$ cat config.mk
export PLATFORM = sky130hd
export DESIGN_NAME = generate_u123_flat
export DESIGN_NICKNAME = d
export VERILOG_FILES = /design/src/rtl/pezaris_pkg.sv /design/src/rtl/generate_u123_if.sv /design/src/rtl/generate_u123_csa_row.sv /design/src/rtl/generate_u123.sv /design/src/flat_wrapper.sv
export SDC_FILE = /design/constraint.sdc
export NUM_CORES = 1
export LEC_CHECK = 0
export BUFFER_PORTS_ARGS = -buffer_cell sky130_fd_sc_hd__buf_2
export CAP_MARGIN = 20
export CORE_UTILIZATION = 40
export CTS_BUF_LIST = sky130_fd_sc_hd__clkbuf_8
export DETAILED_ROUTE_END_ITERATION = 7
export PLACE_DENSITY_LB_ADDON = 0.3
export SETUP_SLACK_MARGIN = 0.1
export SLEW_MARGIN = 20
export SYNTH_ARGS = -nofsm -noshare
export SYNTH_HDL_FRONTEND = slang
export SYNTH_SLANG_ARGS = --single-unit
$ cat constraint.sdc
create_clock -name clk -period 0.8 [get_ports clk]
set_input_delay 0.12 -clock clk [delete_from_list [all_inputs] [get_ports clk]]
set_output_delay 0.12 -clock clk [all_outputs]
set_load 0.005 [all_outputs]
$ cat src/rtl/pezaris_pkg.sv
// Shared types for the two-stage 8x8 unsigned Pezaris multiplier (U1-U3 stage and U4-U8 stage).
package pezaris_pkg;
  localparam int OP_W    = 8;
  localparam int ROW_W   = 7;
  localparam int LO_BITS = 4;

  typedef logic [OP_W-1:0]         op_t;
  typedef logic [ROW_W-1:0]        vec_t;
  typedef logic [LO_BITS-1:0]      lo_t;
  typedef logic [OP_W-LO_BITS-1:0] bhi_t;

  // Everything the first stage hands to the second stage.
  typedef struct packed {
    lo_t  plo;
    vec_t psum;
    vec_t pcarry;
    op_t  a;
    bhi_t bhi;
  } s1_t;

  function automatic op_t pp_row(op_t a, logic bk);
    return a & {OP_W{bk}};
  endfunction
endpackage

$ cat src/rtl/generate_u123_if.sv
// Operand/result bundle between the U1-U3 stage and its neighbours.
interface generate_u123_if;
  import pezaris_pkg::*;
  logic  in_valid;
  op_t   a;
  op_t   b;
  logic  out_valid;
  lo_t   plo;
  vec_t  psum;
  vec_t  pcarry;
  op_t   a_q;
  bhi_t  bhi_q;

  modport master (output in_valid, a, b,
                  input  out_valid, plo, psum, pcarry, a_q, bhi_q);
  modport slave  (input  in_valid, a, b,
                  output out_valid, plo, psum, pcarry, a_q, bhi_q);
endinterface

$ cat src/rtl/generate_u123_csa_row.sv
// One carry-save row: seven independent full adders, no ripple along the row.
module csa_row
  import pezaris_pkg::*;
(
  input  vec_t x,
  input  vec_t y,
  input  vec_t ci,
  output vec_t s,
  output vec_t co
);
  for (genvar i = 0; i < ROW_W; i++) begin : g_fa
    assign s[i]  = x[i] ^ y[i] ^ ci[i];
    assign co[i] = (x[i] & y[i]) | (x[i] & ci[i]) | (y[i] & ci[i]);
  end
endmodule

$ cat src/rtl/generate_u123.sv
// Pezaris multiplier stage 1: rows a&b[0..3] reduced by U1-U3, registered for U4-U8.
// GENERATE_U123_INREG_EN adds an input register (latency 2 instead of 1).
module generate_u123
  import pezaris_pkg::*;
(
  input  logic            clk,
  input  logic            rst,
  generate_u123_if.slave  bus
);
  op_t  a_s, b_s;
  logic vld_s;

`ifdef GENERATE_U123_INREG_EN
  localparam int STAGES = 2;
  op_t  a_in_q, b_in_q;
  logic vld_in_q;

  always_ff @(posedge clk or posedge rst) begin
    if (rst) begin
      a_in_q   <= '0;
      b_in_q   <= '0;
      vld_in_q <= 1'b0;
    end else begin
      a_in_q   <= bus.a;
      b_in_q   <= bus.b;
      vld_in_q <= bus.in_valid;
    end
  end

  assign a_s   = a_in_q;
  assign b_s   = b_in_q;
  assign vld_s = vld_in_q;
`else
  localparam int STAGES = 1;
  assign a_s   = bus.a;
  assign b_s   = bus.b;
  assign vld_s = bus.in_valid;
`endif

  logic [LO_BITS:1][OP_W-1:0] row;
  for (genvar k = 1; k <= LO_BITS; k++) begin : g_row
    assign row[k] = pp_row(a_s, b_s[k-1]);
  end

  vec_t u1_s, u1_co, u2_s, u2_co, u3_s, u3_co;

  csa_row u1 (.x(row[1][7:1]),             .y(row[2][6:0]), .ci('0),    .s(u1_s), .co(u1_co));
  csa_row u2 (.x({row[2][7], u1_s[6:1]}),  .y(row[3][6:0]), .ci(u1_co), .s(u2_s), .co(u2_co));
  csa_row u3 (.x({row[3][7], u2_s[6:1]}),  .y(row[4][6:0]), .ci(u2_co), .s(u3_s), .co(u3_co));

  s1_t out_d, out_q;

  always_comb begin
    out_d        = '0;
    out_d.plo    = {u3_s[0], u2_s[0], u1_s[0], row[1][0]};
    out_d.psum   = {row[4][7], u3_s[6:1]};
    out_d.pcarry = u3_co;
    out_d.a      = a_s;
    out_d.bhi    = b_s[OP_W-1:LO_BITS];
  end

  always_ff @(posedge clk or posedge rst) begin
    if (rst) out_q <= '0;
    else     out_q <= out_d;
  end

  // Output-register stage of the valid shift register; with the input
  // register enabled the first stage is vld_in_q above.
  logic vld_out_q;
  always_ff @(posedge clk or posedge rst) begin
    if (rst) vld_out_q <= 1'b0;
    else     vld_out_q <= vld_s;
  end

  assign bus.out_valid = vld_out_q;
  assign bus.plo       = out_q.plo;
  assign bus.psum      = out_q.psum;
  assign bus.pcarry    = out_q.pcarry;
  assign bus.a_q       = out_q.a;
  assign bus.bhi_q     = out_q.bhi;

  logic unused_stages;
  assign unused_stages = (STAGES == 0);
endmodule

$ cat src/flat_wrapper.sv
// flat-port wrapper written by rule: the top's interface ports become plain ports
module generate_u123_flat import pezaris_pkg::*;
  (clk, rst, bus_in_valid, bus_a, bus_b, bus_out_valid, bus_plo, bus_psum, bus_pcarry, bus_a_q, bus_bhi_q);
  generate_u123_if bus_i ();
  input  logic clk;
  input  logic rst;
  input wire logic [$bits(bus_i.in_valid)-1:0] bus_in_valid;
  input wire logic [$bits(bus_i.a)-1:0] bus_a;
  input wire logic [$bits(bus_i.b)-1:0] bus_b;
  output wire logic [$bits(bus_i.out_valid)-1:0] bus_out_valid;
  output wire logic [$bits(bus_i.plo)-1:0] bus_plo;
  output wire logic [$bits(bus_i.psum)-1:0] bus_psum;
  output wire logic [$bits(bus_i.pcarry)-1:0] bus_pcarry;
  output wire logic [$bits(bus_i.a_q)-1:0] bus_a_q;
  output wire logic [$bits(bus_i.bhi_q)-1:0] bus_bhi_q;
  assign bus_i.in_valid = bus_in_valid;
  assign bus_i.a = bus_a;
  assign bus_i.b = bus_b;
  assign bus_out_valid = bus_i.out_valid;
  assign bus_plo = bus_i.plo;
  assign bus_psum = bus_i.psum;
  assign bus_pcarry = bus_i.pcarry;
  assign bus_a_q = bus_i.a_q;
  assign bus_bhi_q = bus_i.bhi_q;
  generate_u123 u_core (.clk(clk), .rst(rst), .bus(bus_i));
endmodule
**Word-level counts from Yosys, hierarchy flattened**

Cells that the tools add are included.

- Bitwise operators: 116

Operators by type and width:

| kind | number |
|---|---|
| AND 1 bit | 49 |
| bitwise XOR 1 bit | 35 |
| AND 8 bit | 4 |
| OR 1 bit | 28 |

- Flip-flop bits (word level): 31

**Logic depth before layout (Yosys ltp)**

Gate-level depths: netlist of the first run.

- Word-level depth: 8
- Gate-level depth with buffers: 6

**Hierarchy**

A second synthesis of the first run with hierarchy kept.

- Cells, all modules: 86
- Area total of the unflattened synthesis: 1403.8 um^2

By module, submodules not included:

| module | times used | cells an instance | area each (um^2) | seq. area each (um^2) |
|---|---|---|---|---|
| generate_u123 | 1 | 65 | 983.4 | 775.7 |
| csa_row | 3 | 7 | 140.1 | 0.0 |

**Least setup slack after synthesis of the first run**

Ideal clock, no wire load.

- Path type: input-to-reg
- Start: in bus_a[4]
- End: reg u_core.out_q (netlist bit u_core.bus.psum[0])
- Arrival: 1.693 ns
- Slack: -1.006 ns
- Stages: 6
- Path buffers: 0
- Cell sequence: and2_1 -> ha_1 -> fa_1 -> inv_1 -> fa_1 -> inv_1

RTL lines:

| what | line | text |
|---|---|---|
| start: declaration | flat_wrapper.sv:8 | `input wire logic [$bits(bus_i.a)-1:0] bus_a;` |
| end signal: assignment | generate_u123.sv:64 | `else out_q <= out_d;` |
| end: declaration | generate_u123.sv:51 | `s1_t out_d, out_q;` |

==> metrics.txt, run 1 <==
CTS tree=done; GRT overflow=0; Seq/Total Area, Yosys=54.6%; Worst Tran Pin Value=0.182 ns; crit share post-route=191%; ys flop type=dfrtp_1; worst hold path startpoint=bus_a[3]; GRT Util Overall=18.3%; layout cells sized above 1=59.4%; Crit Path Category=in2reg; die area=3800 um^2; YS warnings=0; worst vdd ir=1100 uV; Reg clk slew, reported paths=0.06 ns; Max Fclk=654 MHz; Tmin final=1.53 ns; post-synth top area cell=dfrtp_1; switching power=0.000943 W; post-DR wirelength/cell=12.1 um; top-area cell type share of the netlist area=54.6%; Synth cell types=6; pin count of the biggest net entering global routing=21; CTS Buffer Depth=2; pwr dens=1710 nW/um^2; NumNets Final=227; First-pass DRT Iterations=3; Synthesized Nets=150; Post-synth EDFFs=0; ys async rst share=100%; final setup violation count=46; I/O Pins=50; Vias per Instance=4.36; Avg Inst Size Synth=12.9 um^2; total power=0.00382 W; top post-synthesis cells by count=31 x dfrtp_1, 26 x inv_1, 24 x and2_1; Logic pwr share=22.2%; first-pass GRT wire length=4700 um; Hold Path Class=in2reg; initial antenna violation count=0; unrepaired setup endpoints after global routing=true; DRT Wirelength=2830 um; ANT nets after route=0; final slew viol count=0; Sw Share=24.7%; leakage power=1.12 nW; fillers=268; Reg power frac=46.6%; CP Launch Type=input port; Pint=0.00288 W; clk sinks=31; Yosys reg bits=31; Ant. Diodes=0; required time worst endpoint=1.01 ns; CTS root buf=clkbuf_8; Max H-tree Level=2; Initial Util=42.3%; Port Buffers=49; vias in the first global route=1068; Die Y-Extent=61.6 um; crit path from=bus_a[2]; Clock power frac=31.2%; final core occ=66.5%; Synth area leaders=dfrtp_1 55%, fa_1 20%, and2_1 11%, inv_1 6.9%, ha_1 6.2%; initial DRC count=40; Mapped Cells=110; relative slew slack=87.9%; count leader, synth=dfrtp_1; worst slack, placed=-1.06 ns; Die X=61.6 um; number of core rows=21; WP data arrival=1.74 ns; run status=complete, but fails checks; drc violations=0; core area=3360 um^2; vias=1017; Final Hold Vio Count=0; CP max FO=5; Critical Path End Type=register; Max-cap violations=0; area grow syn2layout=57.3%; CTS Buf Count=5; failing checks=setup timing; Final WS setup=-0.728 ns; RePlAce Congestion=0.781; Synth Cell Area=1420 um^2; post-DP HPWL=2150 um
[power groups by stage]
stage	logic (W)	registers (W)	clock network, W
floorplan	0.000333	0.00185	0
global placement	0.000714	0.00181	0
detailed placement	0.000750	0.00181	0
CTS	0.000862	0.00179	0.00123
global route	0.000976	0.00180	0.00132
finish	0.000849	0.00178	0.00119
[cells by family after synthesis]
group / Yosys count / share of synthesized area (%)
simple gates: 32 / 12.7
buf+inv: 26 / 6.87
fa+ha+maj: 21 / 25.9
flops: 31 / 54.6
[repair_timing]
| item | 4_1_cts | 5_1_grt |
|---|---|---|
| setup buffers | 2 | 0 |
| hold buffers | 10 | 0 |
| setup endpoints to repair | 46 | 66 |
| gates resized for setup | 28 | 8 |
| pin swaps | 15 | 13 |
| hold endpoints to repair | 40 | 0 |
[critical path, cell delays in order]
cell	delay (ns)
buf_8	0.10
and2_4	0.15
ha_4	0.25
inv_2	0.03
fa_2	0.52
inv_2	0.04
fa_2	0.51
[per-stage QoR]
step	TNS [ns]	hold slack (ns)	instance area (um^2)	instances
after floorplan	-10.02	0.0421	1550	110
after global placement	-13.12	0.140	1930	215
after detailed placement	-13.55	0.149	1930	215
after CTS	-10.80	0.0441	2220	234
after global routing	-11.66	0.0474	2240	233
final	-10.21	0.0485	2240	233
[state kept, by name, summed over array words and instances (netlist names)]
signal	count
u_core.bus.a_q	8
u_core.bus.bhi_q	4
u_core.bus.out_valid	1
u_core.bus.pcarry	7
u_core.bus.plo	4
u_core.bus.psum	7
[final timing paths]
path | endpoint | cells after the start
worst min-delay path | u_core.bus.a_q[3] | 2
worst max-delay path | u_core.bus.plo[3] | 7
max in group asynchronous | u_core.bus.a_q[4] | 4
min in group asynchronous | u_core.bus.psum[0] | 4
[metal layers]
metal | up-vias | global-route usage (%) | part of all wire, %
li1 | 468 | - | -
met1 | 501 | 20.5 | 39
met2 | 41 | 32.1 | 52
met3 | 7 | 4.62 | 6.7
met4 | 0 | 9.52 | 2.2
met5 | - | 0 | 0
[cell type report]
type | instances | area [um^2] | share of cell area (%)
clock inverter | 1 | 5.00 | 0.224
clock buffer | 6 | 82.6 | 3.69
timing repair buffer | 70 | 520 | 23.3
multi-input combinational | 53 | 693 | 31.0
tap | 46 | 57.6 | 2.57
sequential | 31 | 776 | 34.7
inverter | 26 | 101 | 4.53
[layout by cell type, fill, tap and decap left out]
cell,count
buf_12,1
inv_1,12
ha_4,7
nand2_1,8
dfrtp_1,31
fa_1,5
clkinv_2,1
buf_4,7
buf_2,41
fa_2,9
and2_4,14
dlygate4sd3_1,10
clkbuf_8,6
inv_2,13
buf_6,6
and2_1,10
buf_8,5
clkinvlp_4,1
Note: power is estimated with default switching activity, not from simulation.
==> run 2: changes to the inputs <==
--- a/config.mk
+++ b/config.mk
@@ -6,10 +6,13 @@
 export NUM_CORES = 1
 export LEC_CHECK = 0
 export BUFFER_PORTS_ARGS = -buffer_cell sky130_fd_sc_hd__buf_2
-export CAP_MARGIN = 20
-export CORE_UTILIZATION = 40
+export CAP_MARGIN = 10
+export CELL_PAD_IN_SITES_DETAIL_PLACEMENT = 2
+export CELL_PAD_IN_SITES_GLOBAL_PLACEMENT = 2
+export CORE_UTILIZATION = 32
 export CTS_BUF_LIST = sky130_fd_sc_hd__clkbuf_8
 export DETAILED_ROUTE_END_ITERATION = 7
+export HOLD_SLACK_MARGIN = 0.05
 export PLACE_DENSITY_LB_ADDON = 0.3
 export SETUP_SLACK_MARGIN = 0.1
 export SLEW_MARGIN = 20
==> metrics.txt, run 2 (synthesis gave the netlist of run 1 again) <==
pwr dens=1740 nW/um^2 (+1.9%); Worst Tran Pin Value=0.194 ns (+0.0125 ns); drc violations=0 (unchanged); GRT met3 Usage=6.09% (+1.5 points); CTS Hold Bufs=8 (-2); area grow syn2layout=57.9%; CP cell instances=buf_8 -> and2_4 -> ha_4 -> inv_2 -> fa_2 -> inv_2 -> fa_2; required time worst endpoint=1.02 ns (about the same); fillers=423 (+58%); NumNets Final=226 (-0.44%); post-DP HPWL=2740 um (+27%); vias in the first global route=1229 (+15%); setup TNS=-11.11 ns (-0.895 ns); unrepaired setup endpoints after global routing=true; worst slack, placed=-1.06 ns (-0.00221 ns); max reg flops=8 (unchanged); Die Y-Extent=68.6 um (+11%); met1 usage=21.0% (+0.41 points); critical path endpoint=u_core.bus.psum[3]; Max-cap violations=0 (unchanged); number of core rows=23 (+9.5%); Reg clk slew, reported paths=0.07 ns (about the same); CTS Buf Count=5 (unchanged); Critical Path Max Stage Delay=0.53 ns (about the same); run status=complete, but fails checks; Final WS setup=-0.749 ns (-0.0208 ns); Max Fclk=646 MHz (-1.3%); Initial Util=34.3% (-8.0 points); layout cells sized above 1=60.4% (+1.1 points); vias=1039 (+2.2%); Port Buffers=49 (unchanged); Critical Path End Type=register; crit path from=bus_a[6]; CTS Buffer Depth=2 (unchanged); first-pass GRT wire length=6310 um (+34%); initial DRC count=50 (+25%); DRT Wirelength=4350 um (+54%); initial antenna violation count=0 (unchanged); final slew viol count=0 (unchanged); post-DR wirelength/cell=18.3 um (+51%); leakage power=1.13 nW (+0.47%); Tmin final=1.55 ns (+0.0208 ns); crit share post-route=194% (+2.6 points); GR peak layer=met2; CP Launch Type=input port; core area=4140 um^2 (+23%); met2 Use GR=39.6% (+7.5 points); First-pass DRT Iterations=3 (unchanged); Crit Path Category=in2reg; worst vdd ir=1240 uV (+13%); CTS root buf=clkbuf_8; Max H-tree Level=2 (unchanged); final setup violation count=46 (unchanged); Crit-path slowest cell=fa_2; CTS tree=done; GRT Util Overall=21.0% (+2.6 points); CP max FO=3 (-2); Ant. Diodes=0 (unchanged); RePlAce Congestion=0.765 (-2.0%); clk sinks=31 (unchanged); GRT overflow=0 (unchanged); Die X=68.6 um (+11%); failing checks=setup timing; most frequent cells in the layout=40 x buf_2, 31 x dfrtp_1, 14 x inv_2, 14 x and2_4, 13 x inv_1; die area=4710 um^2 (+24%); Final Cell Area=2240 um^2 (+0.39%); pin count of the biggest net entering global routing=30 (+43%); relative slew slack=87.0% (-0.83 points); Final Hold Vio Count=0 (unchanged); WP data arrival=1.77 ns (+0.03 ns); Hold Path Class=in2reg; Vias per Instance=4.38 (+0.44%); Placed Area=1930 um^2 (+0.13%); commonest non-fill, non-tap cell in the layout=buf_2; I/O Pins=50 (unchanged); ANT nets after route=0 (unchanged)
==> run 2: cell types whose count changed in the layout (fill, tap and decap cells not counted), sizes merged <==
cell	before	now
clkbuf	6	5
buf	60	61
inv	25	27
dlygate4sd3	10	8
==> run 2: area by class of cell <==
type                       instances  area (um^2)  area share, %
inverter                          26          101           4.52
sequential                        31          776           34.6
clock inverter                     3         12.5          0.557
clock buffer                       5         68.8           3.07
tap                               50         62.6           2.79
timing repair buffer              69          528           23.5
multi-input combinational         53          696           31.0
==> run 2: how the worst min path moves through the flow <==
stage          depth (start not counted)             endpoint      from
5_1_grt                                2    u_core.bus.a_q[3]  bus_a[3]
4_1_cts                                2    u_core.bus.a_q[2]  bus_a[2]
3_5_place_dp                           2  u_core.bus.bhi_q[0]       rst
6_report                               2    u_core.bus.a_q[3]  bus_a[3]
2_1_floorplan                          1    u_core.bus.a_q[0]       rst
3_3_place_gp                           2  u_core.bus.bhi_q[0]       rst
==> run 2: what timing repair did <==
item | in CTS | in global routing
cloned | 0 | 0
endpoints found under the hold margin | 43 | 5
buffers inserted | 4 | 0
resized for setup | 36 | 6
pin swaps | 3 | 5
endpoints found under the setup margin | 46 | 46
==> run 2: metal layers <==
layer,share of wire (%),wire (um)
met1,36,1590
met2,57,2480
met3,4.6,200
met4,1.8,79
met5,0,0
==> run 2: stage by stage <==
stage               util [%]  std cells  total power, W  hold slack [ns]
floorplan                  -        110         0.00218           0.0421
global route            54.2        237         0.00413           0.0292
global placement        46.5        217         0.00254          0.00655
CTS                     53.7        237         0.00390           0.0371
detailed placement      46.5        217         0.00260           0.0154
finish                  54.2        237         0.00391           0.0354
==> run 2: worst max-delay path, delay by kind of cell <==
family                     cells  cell delay [ns]
adders and majority gates      3             1.31
buffers and inverters          3             0.18
and+or+nand+nor                1             0.16
==> run 2: report_power, final <==
group	switching (W)	leakage (nW)	total [W]	internal, W
Sequential	0.0000503	0.378	0.00179	0.00174
Combinational	0.000441	0.701	0.000929	0.000488
Clock	0.000605	0.0505	0.00119	0.000584
==> run 3: changes to the inputs <==
--- a/config.mk
+++ b/config.mk
@@ -7,10 +7,10 @@
 export LEC_CHECK = 0
 export BUFFER_PORTS_ARGS = -buffer_cell sky130_fd_sc_hd__buf_2
 export CAP_MARGIN = 10
-export CELL_PAD_IN_SITES_DETAIL_PLACEMENT = 2
-export CELL_PAD_IN_SITES_GLOBAL_PLACEMENT = 2
-export CORE_UTILIZATION = 32
-export CTS_BUF_LIST = sky130_fd_sc_hd__clkbuf_8
+export CELL_PAD_IN_SITES_DETAIL_PLACEMENT = 0
+export CELL_PAD_IN_SITES_GLOBAL_PLACEMENT = 1
+export CORE_UTILIZATION = 40
+export CTS_BUF_LIST = sky130_fd_sc_hd__clkbuf_4 sky130_fd_sc_hd__clkbuf_8
 export DETAILED_ROUTE_END_ITERATION = 7
 export HOLD_SLACK_MARGIN = 0.05
 export PLACE_DENSITY_LB_ADDON = 0.3
==> metrics.txt, run 3 (synthesis gave the netlist of run 1 again) <==
final setup violation count=46 (unchanged); top sig layer=met4; Initial Util=42.3% (+8.0 points); ANT nets after route=0 (unchanged); layout cells sized above 1=59.4% (-1.1 points); final slew viol count=0 (unchanged); commonest non-fill, non-tap cell in the layout=buf_2; GRT Util Overall=17.4% (-3.6 points); Vias per Instance=4.29 (-2.1%); Die Y-Extent=61.6 um (-10%); Final WS setup=-0.685 ns (+0.0642 ns); DRT Wirelength=2880 um (-34%); Crit Path Category=in2reg; met3 WL=199 um (-0.50%); relative slew slack=89.1% (+2.0 points); Reg clk slew, reported paths=0.08 ns (about the same); Hold Path Class=in2reg; CTS tree=done; Max H-tree Level=2 (unchanged); Critical Path End Type=register; vias=1021 (-1.7%); failing checks=setup timing; RePlAce Congestion=0.772 (+0.92%); WP data arrival=1.74 ns (-0.03 ns); pwr dens=1570 nW/um^2 (-9.8%); most frequent cells in the layout=41 x buf_2, 31 x dfrtp_1, 14 x inv_2, 14 x and2_4, 13 x dlygate4sd3_1; CTS root buf=clkbuf_4; setup TNS=-10.94 ns (+0.174 ns); GRT overflow=0 (unchanged); Tmin final=1.48 ns (-0.0642 ns); Final Hold Vio Count=0 (unchanged); clk sinks=31 (unchanged); post-DR wirelength/cell=12.1 um (-34%); CP max FO=7 (+4); Placed Area=1930 um^2 (+0.13%); First-pass DRT Iterations=2 (-1); fillers=262 (-38%); I/O Pins=50 (unchanged); Ant. Diodes=0 (unchanged); Worst Tran Pin Value=0.164 ns (-0.0303 ns); max reg flops=8 (unchanged); worst vdd ir=990 uV (-20%); post-DP HPWL=2090 um (-24%); CTS Buffer Depth=2 (unchanged); core area=3360 um^2 (-19%); CTS Buf Count=5 (unchanged); area grow syn2layout=57.8% (about the same); CP Launch Type=input port; Max Fclk=674 MHz (+4.3%); unrepaired setup endpoints after global routing=true; required time worst endpoint=1.06 ns (+0.04 ns); Port Buffers=49 (unchanged); number of core rows=21 (-8.7%); Max-cap violations=0 (unchanged); die area=3800 um^2 (-19%); routed length on met1=1120 um (-29%); first-pass GRT wire length=4480 um (-29%); initial DRC count=4 (-92%); NumNets Final=232 (+2.7%); crit share post-route=186% (-8.0 points); Die X=61.6 um (-10%); initial antenna violation count=0 (unchanged); drc violations=0 (unchanged); pin count of the biggest net entering global routing=22 (-27%); leakage power=1.13 nW (+0.51%); vias in the first global route=1039 (-15%); run status=complete, but fails checks; Final Cell Area=2240 um^2 (about the same); met2 WL=1500 um (-40%)
==> run 3: timing repair <==
action                                  in CTS  in global routing
endpoints found under the hold margin       44                  0
resized for setup                           22                  7
endpoints found under the setup margin      46                 68
setup buffers                                1                  3
hold buffers                                14                  0
pin swaps                                    5                  3
cloned                                       0                  0
==> run 3: worst max-delay path, stage by stage <==
cell and delay, ns:
buf_8 0.11, and2_4 0.15, ha_4 0.26, inv_2 0.03, fa_2 0.52, inv_2 0.04, fa_2 0.51
==> run 3: metal layers <==
| metal | up-vias | GRT usage (%) |
|---|---|---|
| li1 | 476 | - |
| met5 | - | 0 |
| met4 | 0 | 9.52 |
| met2 | 43 | 29.2 |
| met1 | 494 | 19.5 |
| met3 | 8 | 5.88 |
==> run 3: cell type report <==
class                           instances  area (um^2)  area share, %
Sequential cell                        31          776           34.6
Multi-Input combinational cell         53          696           31.0
Timing Repair Buffer                   75          557           24.8
Inverter                               26          101           4.52
Tap cell                               46         57.6           2.57
Clock buffer                            6         51.3           2.29
Clock inverter                          1         5.00          0.223
==> run 3: path summary, 6_finish.rpt <==
path / from / to / slack (ns) / cells past startpoint
hold / removal: bus_a[0] / u_core.bus.plo[0] / 0.10 / 2
setup / recovery: bus_b[0] / u_core.bus.plo[3] / -0.68 / 7
max in group asynchronous: rst / u_core.bus.bhi_q[1] / 0.25 / 4
min in group asynchronous: rst / u_core.bus.bhi_q[3] / 0.25 / 3
==> run 3: stage by stage <==
step	hold WS, ns	util (%)	setup WS (ns)	cells	total power, W
2_1_floorplan	0.0421	-	-0.835	110	0.00218
5_1_grt	0.0960	66.7	-0.687	238	0.00379
3_5_place_dp	0.0907	57.4	-1.05	214	0.00256
6_report	0.103	66.7	-0.685	238	0.00353
4_1_cts	0.0901	65.9	-0.647	236	0.00357
3_3_place_gp	0.0853	57.4	-1.03	214	0.00253
==> run 3: power by group <==
| group | internal (W) | leakage (nW) | switching [W] |
|---|---|---|---|
| logic | 0.000476 | 0.723 | 0.000396 |
| clock network | 0.000406 | 0.0341 | 0.000477 |
| registers | 0.00174 | 0.378 | 0.0000344 |
